[src/rtl/cache_pkg.sv]
// Shared types and default widths for the cache refill controller.
//   CACHE_*_WIDTH  : default widths used by lru_table and cache_refill_ctrl
//   refill_state_t : refill FSM state encoding
//   fill_t         : one fill beat handed back to the cache
package cache_pkg;

  localparam int unsigned CACHE_DATA_WIDTH = 32;
  localparam int unsigned CACHE_ADDR_WIDTH = 32;
  localparam int unsigned CACHE_SET_WIDTH  = 2;
  localparam int unsigned CACHE_TAG_WIDTH  = CACHE_ADDR_WIDTH - CACHE_SET_WIDTH - 2;

  typedef enum logic [1:0] {
    IDLE = 2'd0,
    REQ  = 2'd1,
    FILL = 2'd2
  } refill_state_t;

  typedef struct packed {
    logic [CACHE_SET_WIDTH-1:0]  set;
    logic                        way;
    logic [CACHE_TAG_WIDTH-1:0]  tag;
    logic [CACHE_DATA_WIDTH-1:0] data;
  } fill_t;

endpackage

[src/rtl/lru_table.sv]
// Per-set LRU bit store for a 2-way cache. Each bit names the way to evict next.
//   i_clk, i_rst     : clock, synchronous active-high clear (all bits to 0)
//   i_rd_set         : set to look up
//   o_rd_way         : victim way for i_rd_set (combinational read)
//   i_upd_en         : update strobe
//   i_upd_set        : set being updated
//   i_upd_used_way   : way just used; the other way becomes the victim
module lru_table
  import cache_pkg::*;
#(
  parameter int unsigned SET_WIDTH = CACHE_SET_WIDTH
) (
  input  logic                 i_clk,
  input  logic                 i_rst,
  input  logic [SET_WIDTH-1:0] i_rd_set,
  output logic                 o_rd_way,
  input  logic                 i_upd_en,
  input  logic [SET_WIDTH-1:0] i_upd_set,
  input  logic                 i_upd_used_way
);

  localparam int unsigned NUM_SETS = 2 ** SET_WIDTH;

  logic [NUM_SETS-1:0] r_lru;

  always_ff @(posedge i_clk) begin
    if (i_rst) begin
      r_lru <= '0;
    end else if (i_upd_en) begin
      r_lru[i_upd_set] <= ~i_upd_used_way;
    end
  end

  assign o_rd_way = r_lru[i_rd_set];

endmodule

[src/rtl/cache_refill_ctrl.sv]
// Miss-handling stage behind a 2-way set-associative data cache. A miss is
// fetched from memory with a req/ack handshake, then written back to the
// cache as a single fill beat into the LRU victim way. The CPU is stalled
// from the miss cycle until the fill beat.
//   i_clk, i_rst               : clock, synchronous active-high reset
//   i_miss_valid, i_miss_addr  : miss report from the cache (addr bits [1:0] ignored)
//   i_hit_valid, i_hit_set, i_hit_way : hit report, refreshes LRU
//   o_mem_req, o_mem_addr      : memory read request, word-aligned address
//   i_mem_ack, i_mem_rdata     : memory read data strobe and data
//   o_fill_valid, o_fill_*     : one-cycle fill strobe with set/way/tag/data
//   o_stall                    : CPU pipeline freeze (combinational)
// Optional (macro CACHE_REFILL_STATS_EN):
//   o_miss_count               : saturating count of accepted misses
//   o_stall_cycles             : saturating count of stalled cycles
module cache_refill_ctrl
  import cache_pkg::*;
#(
  parameter int unsigned DATA_WIDTH = CACHE_DATA_WIDTH,
  parameter int unsigned ADDR_WIDTH = CACHE_ADDR_WIDTH,
  parameter int unsigned SET_WIDTH  = CACHE_SET_WIDTH,
  parameter int unsigned TAG_WIDTH  = ADDR_WIDTH - SET_WIDTH - 2
) (
  input  logic                  i_clk,
  input  logic                  i_rst,
  input  logic                  i_miss_valid,
  input  logic [ADDR_WIDTH-1:0] i_miss_addr,
  input  logic                  i_hit_valid,
  input  logic [SET_WIDTH-1:0]  i_hit_set,
  input  logic                  i_hit_way,
  output logic                  o_mem_req,
  output logic [ADDR_WIDTH-1:0] o_mem_addr,
  input  logic                  i_mem_ack,
  input  logic [DATA_WIDTH-1:0] i_mem_rdata,
  output logic                  o_fill_valid,
  output logic [SET_WIDTH-1:0]  o_fill_set,
  output logic                  o_fill_way,
  output logic [TAG_WIDTH-1:0]  o_fill_tag,
  output logic [DATA_WIDTH-1:0] o_fill_data,
`ifdef CACHE_REFILL_STATS_EN
  output logic [31:0]           o_miss_count,
  output logic [31:0]           o_stall_cycles,
`endif
  output logic                  o_stall
);

  refill_state_t r_state, w_state_next;

  logic                  r_mem_req;
  logic [ADDR_WIDTH-1:0] r_mem_addr;
  logic                  r_fill_valid;
  fill_t                 r_fill;

  logic                  w_stall;
  logic                  w_start;
  logic                  w_ack;
  logic [SET_WIDTH-1:0]  w_req_set;
  logic [TAG_WIDTH-1:0]  w_req_tag;
  logic                  w_victim_way;
  logic                  w_lru_upd_en;
  logic [SET_WIDTH-1:0]  w_lru_upd_set;
  logic                  w_lru_upd_way;
  logic                  w_unused_addr_lsb;

  // Byte offset never reaches memory or the cache tag.
  assign w_unused_addr_lsb = ^i_miss_addr[1:0];

  // The latched request address doubles as the miss address store.
  assign w_req_set = r_mem_addr[SET_WIDTH+1:2];
  assign w_req_tag = r_mem_addr[ADDR_WIDTH-1:SET_WIDTH+2];

  assign w_start = (r_state == IDLE) && i_miss_valid;
  assign w_ack   = (r_state == REQ) && i_mem_ack;

  always_comb begin
    w_state_next = r_state;
    w_stall      = 1'b0;
    unique case (r_state)
      IDLE: begin
        w_stall = i_miss_valid;
        if (i_miss_valid) begin
          w_state_next = REQ;
        end
      end
      REQ: begin
        w_stall = 1'b1;
        if (i_mem_ack) begin
          w_state_next = FILL;
        end
      end
      FILL: begin
        w_stall      = 1'b1;
        w_state_next = IDLE;
      end
      default: begin
        w_state_next = IDLE;
      end
    endcase
  end

  // LRU update: hits in IDLE (a simultaneous miss wins), and the fill beat itself.
  always_comb begin
    w_lru_upd_en  = 1'b0;
    w_lru_upd_set = i_hit_set;
    w_lru_upd_way = i_hit_way;
    unique case (r_state)
      IDLE: begin
        w_lru_upd_en = i_hit_valid && !i_miss_valid;
      end
      FILL: begin
        w_lru_upd_en  = 1'b1;
        w_lru_upd_set = r_fill.set;
        w_lru_upd_way = r_fill.way;
      end
      default: begin
        w_lru_upd_en = 1'b0;
      end
    endcase
  end

  lru_table #(
    .SET_WIDTH (SET_WIDTH)
  ) u_lru_table (
    .i_clk          (i_clk),
    .i_rst          (i_rst),
    .i_rd_set       (w_req_set),
    .o_rd_way       (w_victim_way),
    .i_upd_en       (w_lru_upd_en),
    .i_upd_set      (w_lru_upd_set),
    .i_upd_used_way (w_lru_upd_way)
  );

  always_ff @(posedge i_clk) begin
    if (i_rst) begin
      r_state      <= IDLE;
      r_mem_req    <= 1'b0;
      r_mem_addr   <= '0;
      r_fill_valid <= 1'b0;
      r_fill       <= '0;
    end else begin
      r_state      <= w_state_next;
      r_fill_valid <= w_ack;
      if (w_start) begin
        r_mem_req  <= 1'b1;
        r_mem_addr <= {i_miss_addr[ADDR_WIDTH-1:2], 2'b00};
      end else if (w_ack) begin
        r_mem_req <= 1'b0;
      end
      // Fill fields change only with the strobe so they hold between fills.
      // LRU is stable throughout REQ, so the victim read at ack is the one filled.
      if (w_ack) begin
        r_fill.set  <= w_req_set;
        r_fill.way  <= w_victim_way;
        r_fill.tag  <= w_req_tag;
        r_fill.data <= i_mem_rdata;
      end
    end
  end

`ifdef CACHE_REFILL_STATS_EN
  logic [31:0] r_miss_count;
  logic [31:0] r_stall_cycles;

  always_ff @(posedge i_clk) begin
    if (i_rst) begin
      r_miss_count   <= '0;
      r_stall_cycles <= '0;
    end else begin
      if (w_start && (r_miss_count != '1)) begin
        r_miss_count <= r_miss_count + 32'd1;
      end
      if (w_stall && (r_stall_cycles != '1)) begin
        r_stall_cycles <= r_stall_cycles + 32'd1;
      end
    end
  end

  assign o_miss_count   = r_miss_count;
  assign o_stall_cycles = r_stall_cycles;
`endif

  assign o_mem_req    = r_mem_req;
  assign o_mem_addr   = r_mem_addr;
  assign o_fill_valid = r_fill_valid;
  assign o_fill_set   = r_fill.set;
  assign o_fill_way   = r_fill.way;
  assign o_fill_tag   = r_fill.tag;
  assign o_fill_data  = r_fill.data;
  assign o_stall      = w_stall;

endmodule
[config.mk]
export PLATFORM = sky130hd
export DESIGN_NAME = cache_refill_ctrl
export DESIGN_NICKNAME = d
export VERILOG_FILES = /design/src/rtl/cache_pkg.sv /design/src/rtl/lru_table.sv /design/src/rtl/cache_refill_ctrl.sv
export SDC_FILE = /design/constraint.sdc
export NUM_CORES = 1
export LEC_CHECK = 0
export CAP_MARGIN = 20
export CORE_MARGIN = 2
export CORE_UTILIZATION = 48
export DETAILED_ROUTE_END_ITERATION = 7
export DONT_BUFFER_PORTS = 1
export GPL_TIMING_DRIVEN = 0
export PLACE_DENSITY = 0.65
export SLEW_MARGIN = 0
export SYNTH_ARGS = -nofsm -noshare
export SYNTH_HDL_FRONTEND = slang
export SYNTH_HIERARCHICAL = 1
export SYNTH_SLANG_ARGS = --single-unit
[constraint.sdc]
create_clock -name i_clk -period 1.5 [get_ports i_clk]
set_input_delay 0.225 -clock i_clk [delete_from_list [all_inputs] [get_ports i_clk]]
set_output_delay 0.225 -clock i_clk [all_outputs]
set_load 0.1 [all_outputs]
---- Yosys cells after proc, flatten, opt, wreduce, memory -nomap -nowiden ----
Cells that the tools add are included.
word-level totals
  output and inout port bits .............. 98
  logic and storage cells ................. 40
  bits of input ports ..................... 72
  flip-flop bits (word level) ............. 101
operators by class
  reductions and logical operators ........ 9
  equal/unequal tests ..................... 4
  multiplexer cells ....................... 14
  bitwise logic cells ..................... 1
  magnitude comparators ................... 3
operator list
  kind                  count
  $lt A2 B3 Y1 const B  2
  $mux W2               3
  $mux W1               5
  $bwmux W4             1
  $logic_and A1 B1 Y1   4
  $ne A2 B2 Y1 const B  2
  $pmux W1 S2           2
  $pmux W2 S2           1
  $bmux W1 S2           1
  $demux W1 S2          1
  $eq A2 B1 Y1 const B  1
  $eq A2 B2 Y1 const B  1
  $ge A2 B1 Y1 const B  1
  $logic_not A2 Y1      1
  $reduce_and A2 Y1     1
  $reduce_bool A2 Y1    1
  $reduce_or A2 Y1      1
  $logic_not A1 Y1      1
  $not A1 Y1            1

---- Logic depth before layout (Yosys ltp) ----
Gate-level depths: netlist (run 1).
  word-level depth ........................ 7
  depth in mapped cells ................... 7
  depth with buffers taken out ............ 6

---- Modules after synthesis ----
The synthesis (run 1) kept the hierarchy.
by module, submodules not included
  module             seq. area each (µm²)  instances  cells an instance  area an instance (µm²)
  cache_refill_ctrl  1,941.9               1          441                3,598.5
  lru_table          80.1                  1          18                 205.2

---- Least setup slack after synthesis (run 1) ----
Ideal clock, no wire load.
  kind .................................... register to output
  start point ............................. register r_state[0]
  end point ............................... output port o_stall
  buffers on the path ..................... 2
  stages on the path, launching flop included .. 8
  data arrival time ....................... 2.306 ns
  setup slack ............................. -1.031 ns
  data required time ...................... 1.275 ns
  cell sequence ........................... dfxtp_1 -> inv_1 -> ha_1 -> and2_2 -> clkbuf_4 -> clkbuf_8 -> nor2_1 -> nor2_1
between the ends
  cells in the longest elaborated chain, start to end .. 3
  elaborated cells on any way between the ends .. 5
  classes of those cells .................. eq/ne (2); mux (1); reduce/logical (2)
RTL lines
  item                                          RTL line                  source
  start: declaration                            cache_refill_ctrl.sv:46   refill_state_t r_state, w_state_next;
  start signal: assignment                      cache_refill_ctrl.sv:140  r_state <= w_state_next;
  $eq A2 B1 Y1 or $eq A2 B2 Y1 (tied branches)  cache_refill_ctrl.sv:77   unique case (r_state)
  $reduce_or A2 Y1 (no line)                    n/a
  $pmux W1 S2 (*)                               cache_refill_ctrl.sv:77
  end: declaration                              cache_refill_ctrl.sv:43   output logic o_stall
Mark *: on every way between the ends. The rest lies on a longest branch, timed or not.

---- Worst setup path in the final report (run 1) ----
  start point ............................. register r_state[1]
  end point ............................... output port o_stall
Same word-level chain as after synthesis.

==> run_results.csv, run 1 <==
group,metric,value,unit
outcome,status,"finished with violations",
outcome,violations,"negative setup slack",
detailed_routing,dr.pass1.iters,4,
grt,grt_pass1_wl,16100,µm
detailed_routing,via_per_inst,5.15,
die,ios,170,
critical_path,critPathArrivalTime,1.58,ns
timing,worstMarginPinSlew,0.606,ns
timing,whs,0.0430,ns
cells_and_area,fin_nets,619,
logic_synthesis,synthMuxAreaShare,0.0280,
timing,min_period,1.81,ns
grt,antenna_found_initial,0,
logic_synthesis,synth_common_cells,"nand2_1, dfxtp_1, a21oi_1, buf_2",
logic_synthesis,avgSynthCellArea,8.29,µm²
cells_and_area,syn_to_final_growth,34.3,%
timing,setup_viol,4,
critical_path,worstSetupStartpoint,"r_state[1]",
logic_synthesis,synth_warnings,6,
place,dp_slack,-0.268,ns
detailed_routing,vias,3337,
detailed_routing,wirelength,10600,µm
timing,rsz0062_at_grt,"true",
grt,gr-total-overflow,0,
logic_synthesis,async_flop_share,0,
timing,setup_slack,-0.306,ns
detailed_routing,ant_nets,0,
cells_and_area,final_cells,648,
cells_and_area,antenna_cells,0,
clock_tree,clock-root-buffer,"clkbuf_8",
power_and_ir_drop,ir_drop,0.00144,V
die,core,7690,µm²
critical_path,cp-start-kind,"flip-flop",
die,initial_core_util,0.495,
timing,skew,0.0135,ns
critical_path,critPathRequiredTime,1.27,ns
die,dieHeight,93.0,µm
logic_synthesis,synth_top_family_by_area,"simple AND/OR/NAND/NOR gates",
grt,grt_max_degree,19,
clock_tree,path_clk_slew,0.10,ns
logic_synthesis,ys.flop_type,"dfxtp_1",
logic_synthesis,synth_cell_types,27,
clock_tree,htreeDepth,3,
die,die_area,8650,µm²
die,row_count,32,
logic_synthesis,synth_top_cell_area_share,0.532,
clock_tree,cts_tree,"yes",
critical_path,cp-end-kind,"output pin",
cells_and_area,multi_input_area,1640,µm²
timing,slew_headroom,0.595,
cells_and_area,n_fill_cell,622,
place,routabilityCongestion,0.788,
logic_synthesis,syn_area,3800,µm²
cells_and_area,register_area,2150,µm²
logic_synthesis,synth_edf_count,0,
logic_synthesis,synth_compound_area_frac,0.136,
critical_path,path_cells,"buf_4 > ha_1 > nor2_4",
logic_synthesis,yosysMostFrequentCell,"nand2_1",
die,dieWidth,93.0,µm
timing,fmax,0.554,GHz
timing,fin_crit_sh,1.20,
logic_synthesis,synthAdderAreaFrac,0.0197,
run,drv_cap,0,
clock_tree,clock_path_buffers,2,
clock_tree,clock_latency,0.37,ns
cells_and_area,drive_gt1_frac,0.337,
min_path,hold_path.class,"input port to flip-flop",
place,port_buffers,0,
critical_path,crit_buf_inv,1,
place,dpl.cell_count,562,
logic_synthesis,netlist_instances,459,
grt,grt_pass1_vias,3249,
timing,drv_slew,0,
critical_path,critPathTopFamily,"simple AND/OR/NAND/NOR gates",
logic_synthesis,synthXorXnorAreaFrac,0,
power_and_ir_drop,power_density,1860,nW/µm²
logic_synthesis,ys_ff_latch,101,
logic_synthesis,ys_seq_area_frac,0.532,
place,post-dp-hpwl,6890,µm
logic_synthesis,synth.area.top_cells,"dfxtp_1, nand2_1, a21oi_1, buf_6, ha_1",
grt,grt_usage,0.235,
critical_path,cp_max_fo,3,
critical_path,max_stage_delay,0.51,ns
critical_path,rr_startpoint,"r_state[0]",
critical_path,crit_type,"flip-flop to output pin",
detailed_routing,drcViolationCount,0,
power_and_ir_drop,leakagePower,1.88,nW
logic_synthesis,yosysTopAreaCell,"dfxtp_1",
power_and_ir_drop,finalPower,9.52,mW
logic_synthesis,synth_simple_gate_area_frac,0.217,
detailed_routing,wl_per_cell,16.3,µm
min_path,min_from,"i_rst",
clock_tree,cts_buffers,9,
timing,timing.final.hold_violations,0,
detailed_routing,drt-initial-drc-count,89,
clock_tree,cts_sinks,101,
cells_and_area,utilization,0.665,
critical_path,crit_path_top_delay_cell,"nor2_4",
## flip-flops by register name, indices dropped and copies added (netlist names)
register	flops
o_fill_tag	28
o_mem_addr	30
u_lru_table/r_lru	4
o_fill_valid	1
r_state	2
o_mem_req	1
o_fill_data	32
o_fill_way	1
o_fill_set	2
## kinds of logic after synthesis
logic type	count (synthesis)
adders and majority gates	6
buffers and inverters	37
DFF	101
and+or+nand+nor	207
muxes	9
other	1
AOI/OAI and AO/OA	98
## worst paths after layout
| path | endpoint | slack (ns) | cells after the start |
|---|---|---|---|
| min | u_lru_table/r_lru[1] | 0.04 | 2 |
| max reg2reg | u_lru_table/r_lru[0] | -0.16 | 6 |
| min reg2reg | u_lru_table/r_lru[2] | 0.49 | 2 |
| max | o_stall | -0.31 | 3 |
## stage by stage
step                setup TNS [ns]  cell area, µm²
global route                 -1.23            5110
detailed placement          -0.662            3980
global placement            -0.361            3980
finish                      -0.692            5110
floorplan                   -0.177            3850
CTS                         -0.749            4960
## power by group
part	switching [mW]	total, mW	internal (mW)
logic	1.22	2.15	0.928
registers	2.64	5.76	3.12
clock network	0.989	1.61	0.625
total	4.85	9.52	4.67
## repair_timing
item | 4_1_cts | 5_1_grt
setup endpoints to repair | 107 | 67
gates cloned | 0 | 3
hold buffers | 63 | 0
resized for setup | 106 | 31
buffers inserted | 6 | 0
endpoints found under the hold margin | 63 | 0
pin swaps | 4 | 4
## cells in the final DEF (no fill, tap or decap), types with 2 or more instances in the layout
| master | synthesis | final |
|---|---|---|
| a21oi_1 | 90 | 78 |
| a21oi_2 | 5 | 17 |
| and2_4 | 0 | 2 |
| buf_2 | 14 | 12 |
| buf_4 | 3 | 9 |
| buf_6 | 7 | 7 |
| buf_8 | 0 | 5 |
| clkbuf_1 | 6 | 4 |
| clkbuf_8 | 3 | 11 |
| clkinv_4 | 0 | 2 |
| conb_1 | 1 | 2 |
| dfxtp_1 | 101 | 4 |
| dfxtp_2 | 0 | 94 |
| dfxtp_4 | 0 | 3 |
| dlygate4sd3_1 | 0 | 63 |
| ha_1 | 6 | 3 |
| ha_4 | 0 | 2 |
| inv_4 | 0 | 2 |
| inv_6 | 0 | 3 |
| mux2_2 | 3 | 2 |
| mux2i_1 | 5 | 5 |
| nand2_1 | 188 | 187 |
| nand2b_1 | 7 | 7 |
| nand3b_1 | 2 | 2 |
| nor2_1 | 5 | 3 |
| nor2_4 | 0 | 2 |
## metal layers
metal / part of all wire / track usage / vias up
li1: - / - / 1638
met1: 0.40 / 0.262 / 1563
met2: 0.51 / 0.421 / 118
met3: 0.076 / 0.0677 / 18
met4: 0.016 / 0.0944 / 0
met5: 0 / 0 / -
## layout make-up
cell class | count | share of cell area
flip-flops and latches | 101 | 0.421
plain buffers | 32 | 0.0561
well taps | 102 | 0.0250
clock buffers | 9 | 0.0242
clock inverters | 7 | 0.0110
repair buffers | 72 | 0.140
multi-input cells | 322 | 0.320
inverters | 3 | 0.00318
Power figures use the tool's default switching activity.
==> run 2, diff against run 1 <==
--- a/config.mk
+++ b/config.mk
@@ -11,7 +11,6 @@
 export DETAILED_ROUTE_END_ITERATION = 7
 export DONT_BUFFER_PORTS = 1
 export GPL_TIMING_DRIVEN = 0
-export PLACE_DENSITY = 0.65
 export SLEW_MARGIN = 0
 export SYNTH_ARGS = -nofsm -noshare
 export SYNTH_HDL_FRONTEND = slang
==> constraint.sdc (replaced) <==
create_clock -name i_clk -period 1.8 [get_ports i_clk]
set_input_delay 0.27 -clock i_clk [delete_from_list [all_inputs] [get_ports i_clk]]
set_output_delay 0.27 -clock i_clk [all_outputs]
set_load 0.1 [all_outputs]
==> run_results.csv, run 2 (synthesis gave the netlist of run 1 again) <==
group,metric,value,unit
outcome,status,"finished with violations",
grt,grt_max_degree,18,
grt,antenna_found_initial,0,
min_path,hold_path.class,"input port to flip-flop",
grt,grt_pass1_vias,2785,
place,port_buffers,0,
detailed_routing,via_per_inst,5.10,
clock_tree,clock_path_buffers,2,
die,ios,170,
detailed_routing,ant_nets,0,
clock_tree,cts_tree,"yes",
timing,setup_viol,1,
die,row_count,32,
clock_tree,clock-root-buffer,"clkbuf_8",
critical_path,critPathRequiredTime,1.53,ns
clock_tree,htreeDepth,3,
detailed_routing,drcViolationCount,0,
clock_tree,cts_buffers,9,
die,core,7690,µm²
timing,rsz0062_at_grt,"true",
clock_tree,path_clk_slew,0.10,ns
place,routabilityCongestion,0.783,
timing,fin_crit_sh,1.03,
clock_tree,cts_sinks,101,
timing,timing.final.hold_violations,0,
die,initial_core_util,0.495,
grt,grt_pass1_wl,14000,µm
cells_and_area,antenna_cells,0,
die,dieWidth,93.0,µm
cells_and_area,layout_common_cells,"nand2_1, dfxtp_1, a21oi_1",
detailed_routing,vias,2966,
outcome,violations,"negative setup slack",
die,die_area,8650,µm²
place,dpl_cell_area,3940,µm²
cells_and_area,n_fill_cell,745,
grt,gr-total-overflow,0,
timing,slew_headroom,0.296,
place,post-dp-hpwl,6390,µm
clock_tree,clock_latency,0.36,ns
grt,grt_usage,0.207,
die,dieHeight,93.0,µm
cells_and_area,largest_reg_flops,32,
critical_path,critPathArrivalTime,1.58,ns
power_and_ir_drop,power_density,1820,nW/µm²
timing,setup_slack,-0.0465,ns
cells_and_area,drive_gt1_frac,0.150,
detailed_routing,drt-initial-drc-count,74,
critical_path,cp-start-kind,"flip-flop",
place,dp_slack,-0.136,ns
detailed_routing,dr.pass1.iters,4,
cells_and_area,final_area,4210,µm²
clock_tree,hold_buffers,0,
cells_and_area,final_common_cell,"nand2_1",
timing,min_period,1.85,ns
detailed_routing,wirelength,9040,µm
critical_path,cp-end-kind,"output pin",
critical_path,cp_max_fo,2,
critical_path,crit_type,"flip-flop to output pin",
timing,drv_slew,0,
detailed_routing,wl_per_cell,15.5,µm
power_and_ir_drop,leakagePower,1.53,nW
cells_and_area,fin_nets,553,
timing,fmax,0.542,GHz
run,drv_cap,0,
timing,skew,0.0101,ns
power_and_ir_drop,ir_drop,0.000810,V
cells_and_area,utilization,0.548,
cells_and_area,syn_to_final_growth,10.8,%
timing,worstMarginPinSlew,1.05,ns
## run 2: per-stage QoR
step           total power, mW  instances  setup TNS [ns]  hold slack (ns)
2_1_floorplan             5.79        460        -0.00590            0.398
3_3_place_gp              6.08        562          -0.122            0.404
3_5_place_dp              6.12        562          -0.136            0.409
4_1_cts                   7.75        582          -0.171           0.0161
5_1_grt                   8.03        582          -0.106          0.00291
6_report                  7.68        582         -0.0465           0.0246
## run 2: report_power, final
| group | switching [mW] | internal [mW] |
|---|---|---|
| Sequential | 2.18 | 2.53 |
| Clock | 0.804 | 0.691 |
| Combinational | 0.915 | 0.562 |
## run 2: final timing paths
check	slack (ns)	startpoint	depth (start not counted)	to
worst max-delay path	-0.05	r_state[0]	5	o_stall
worst min-delay path	0.02	i_miss_addr[26]	2	o_mem_addr[26]
worst max register to register	0.11	o_mem_addr[3]	3	o_fill_way
worst min register to register	0.48	u_lru_table/r_lru[1]	2	u_lru_table/r_lru[1]
## run 2: layout make-up
| class | count | area [µm²] | area share |
|---|---|---|---|
| clock buffer | 10 | 138 | 0.0327 |
| sequential | 101 | 2030 | 0.483 |
| clock inverter | 6 | 68.8 | 0.0163 |
| buffer | 32 | 221 | 0.0526 |
| inverter | 3 | 16.3 | 0.00386 |
| tap | 102 | 128 | 0.0303 |
| multi-input combinational | 322 | 1560 | 0.371 |
| timing repair buffer | 6 | 45.0 | 0.0107 |
## run 2: what timing repair did
action | in CTS | in global routing
gates resized for setup | 15 | 3
endpoints found under the hold margin | 0 | 0
buffers inserted | 5 | 1
pin swaps | 3 | 3
setup endpoints to repair | 1 | 3
## run 2: layer usage
| metal | part of all wire | routed length (µm) | vias to the layer above | GRT usage |
|---|---|---|---|---|
| met4 | 0.018 | 164 | 0 | 0.0711 |
| met1 | 0.41 | 3670 | 1342 | 0.247 |
| met2 | 0.48 | 4300 | 110 | 0.335 |
| met3 | 0.10 | 910 | 13 | 0.0886 |
| met5 | 0 | 0 | - | 0 |
| li1 | - | - | 1501 | - |
## run 2: worst max-delay path: stages (launching register included)
cell and delay (ns):
dfxtp_4 0.36, inv_4 0.06, ha_4 0.13, and2_4 0.15, nor2_4 0.04, nor2_4 0.47
==> run 3, diff against run 2 <==
--- a/config.mk
+++ b/config.mk
@@ -6,6 +6,7 @@
 export NUM_CORES = 1
 export LEC_CHECK = 0
 export CAP_MARGIN = 20
+export CORE_ASPECT_RATIO = 0.9
 export CORE_MARGIN = 2
 export CORE_UTILIZATION = 48
 export DETAILED_ROUTE_END_ITERATION = 7
==> run_results.csv, run 3 (synthesis gave the netlist of run 1 again) <==
group,metric,value,unit
outcome,status,"finished with violations",
outcome,violations,"negative setup slack",
critical_path,rr_startpoint,"r_state[0]",
clock_tree,htreeDepth,3,
die,dieHeight,88.5,µm
cells_and_area,utilization,0.555,
timing,rsz0062_at_grt,"true",
detailed_routing,wl_per_cell,15.9,µm
detailed_routing,drt-initial-drc-count,68,
cells_and_area,drive_gt1_frac,0.157,
timing,fin_crit_sh,1.03,
cells_and_area,register_area,2030,µm²
die,ios,170,
die,core,7620,µm²
power_and_ir_drop,finalPower,7.71,mW
timing,slew_headroom,0.286,
place,port_buffers,0,
grt,grt_pass1_vias,2796,
die,initial_core_util,0.499,
grt,grt_pass1_wl,14300,µm
critical_path,r2r_slack,0.08,ns
timing,min_period,1.85,ns
power_and_ir_drop,comb_power_share,0.200,
die,dieWidth,97.8,µm
power_and_ir_drop,leakagePower,1.54,nW
detailed_routing,dr.pass1.iters,4,
die,row_count,30,
critical_path,reg2reg_to,"u_lru_table/r_lru[1]",
critical_path,crit_type,"flip-flop to output pin",
power_and_ir_drop,internal_power,3.80,mW
timing,timing.final.hold_violations,0,
clock_tree,clock_path_buffers,2,
power_and_ir_drop,switching_share,0.507,
clock_tree,clock_latency,0.37,ns
power_and_ir_drop,p_seq_frac,0.612,
cells_and_area,multi_input_area,1570,µm²
grt,antenna_found_initial,0,
place,routabilityCongestion,0.771,
min_path,hold_path.class,"input port to flip-flop",
critical_path,cp-start-kind,"flip-flop",
detailed_routing,wirelength,9240,µm
cells_and_area,layout_common_cells,"nand2_1, dfxtp_1, a21oi_1",
clock_tree,path_clk_slew,0.10,ns
critical_path,critPathRequiredTime,1.53,ns
clock_tree,cts_sinks,101,
clock_tree,cts_tree,"yes",
critical_path,critPathArrivalTime,1.58,ns
clock_tree,clock-root-buffer,"clkbuf_8",
detailed_routing,ant_nets,0,
critical_path,worst-r2r-cell-count,7,
timing,setup_viol,1,
clock_tree,hold_buffers,0,
power_and_ir_drop,p_sw,3.91,mW
clock_tree,cts_buffers,9,
timing,setup_slack,-0.0534,ns
place,dpl_cell_area,3940,µm²
cells_and_area,final_common_cell,"nand2_1",
detailed_routing,vias,3055,
die,die_area,8650,µm²
detailed_routing,via_per_inst,5.27,
power_and_ir_drop,ir_drop,0.000816,V
grt,gr-total-overflow,0,
cells_and_area,largest_reg_flops,32,
timing,worstMarginPinSlew,1.07,ns
critical_path,endpoint,"o_stall",
critical_path,cp_max_fo,2,
power_and_ir_drop,power_density,1820,nW/µm²
critical_path,worstSetupStartpoint,"r_state[0]",
cells_and_area,fin_nets,557,
grt,grt_usage,0.207,
timing,drv_slew,0,
cells_and_area,final_area,4230,µm²
timing,skew,0.0105,ns
critical_path,cp-end-kind,"output pin",
cells_and_area,n_fill_cell,739,
detailed_routing,drcViolationCount,0,
cells_and_area,antenna_cells,0,
power_and_ir_drop,p_clk_frac,0.189,
run,drv_cap,0,
grt,grt_max_degree,18,
place,post-dp-hpwl,6730,µm
timing,fmax,0.540,GHz
cells_and_area,syn_to_final_growth,11.2,%
-- run 3: cell count changes in the layout (fill, tap and decap cells not counted), sizes merged --
cell	before	now
clkinv	2	3
buf	30	34
clkinvlp	1	0
-- run 3: worst min path at each step --
stage / start / endpoint / cells after the start
after floorplan: i_miss_addr[2] / o_mem_addr[2] / 2
after global placement: i_miss_addr[2] / o_mem_addr[2] / 2
after detailed placement: i_mem_rdata[31] / o_fill_data[31] / 2
after CTS: i_mem_rdata[28] / o_fill_data[28] / 2
after global routing: i_mem_rdata[28] / o_fill_data[28] / 2
final: i_mem_rdata[28] / o_fill_data[28] / 2
-- run 3: layout make-up --
class	instances	share of cell area
Clock inverter	6	0.0166
Clock buffer	10	0.0302
Inverter	3	0.00385
Tap cell	96	0.0284
Multi-Input combinational cell	322	0.370
Buffer	32	0.0524
Timing Repair Buffer	10	0.0178
Sequential cell	101	0.481
-- run 3: critical path, stage by stage, from the launching register on --
cell     delay (ns)
dfxtp_4        0.36
inv_4          0.06
ha_4           0.13
and2_4         0.15
nor2_4         0.04
nor2_4         0.47
-- run 3: metal layers --
metal | wire length [µm] | vias to the layer above | GRT usage | part of all wire
li1 | - | 1516 | - | -
met3 | 887 | 11 | 0.0916 | 0.096
met5 | 0 | - | 0 | 0
met4 | 110 | 0 | 0.0657 | 0.012
met1 | 3830 | 1415 | 0.243 | 0.41
met2 | 4420 | 113 | 0.346 | 0.48
-- run 3: power by group through the flow --
stage          clock (mW)  sequential (mW)  combinational, mW
2_1_floorplan           0             4.68               1.11
3_3_place_gp            0             4.76               1.33
3_5_place_dp            0             4.77               1.36
4_1_cts              1.48             4.72               1.53
5_1_grt              1.57             4.76               1.70
6_report             1.45             4.71               1.54
-- run 3: per-stage QoR --
stage	hold WS, ns	instances	setup slack, ns	TNS [ns]
5_1_grt	0.00383	580	-0.104	-0.142
2_1_floorplan	0.398	460	-0.00590	-0.00590
3_5_place_dp	0.413	556	-0.173	-0.173
3_3_place_gp	0.403	556	-0.142	-0.142
6_report	0.0208	580	-0.0534	-0.0534
4_1_cts	0.0142	577	-0.182	-0.182
-- run 3: repair_timing --
item | CTS | global route
endpoints found under the setup margin | 1 | 3
gates resized for setup | 15 | 4
pin swaps | 3 | 3
setup buffers | 6 | 4
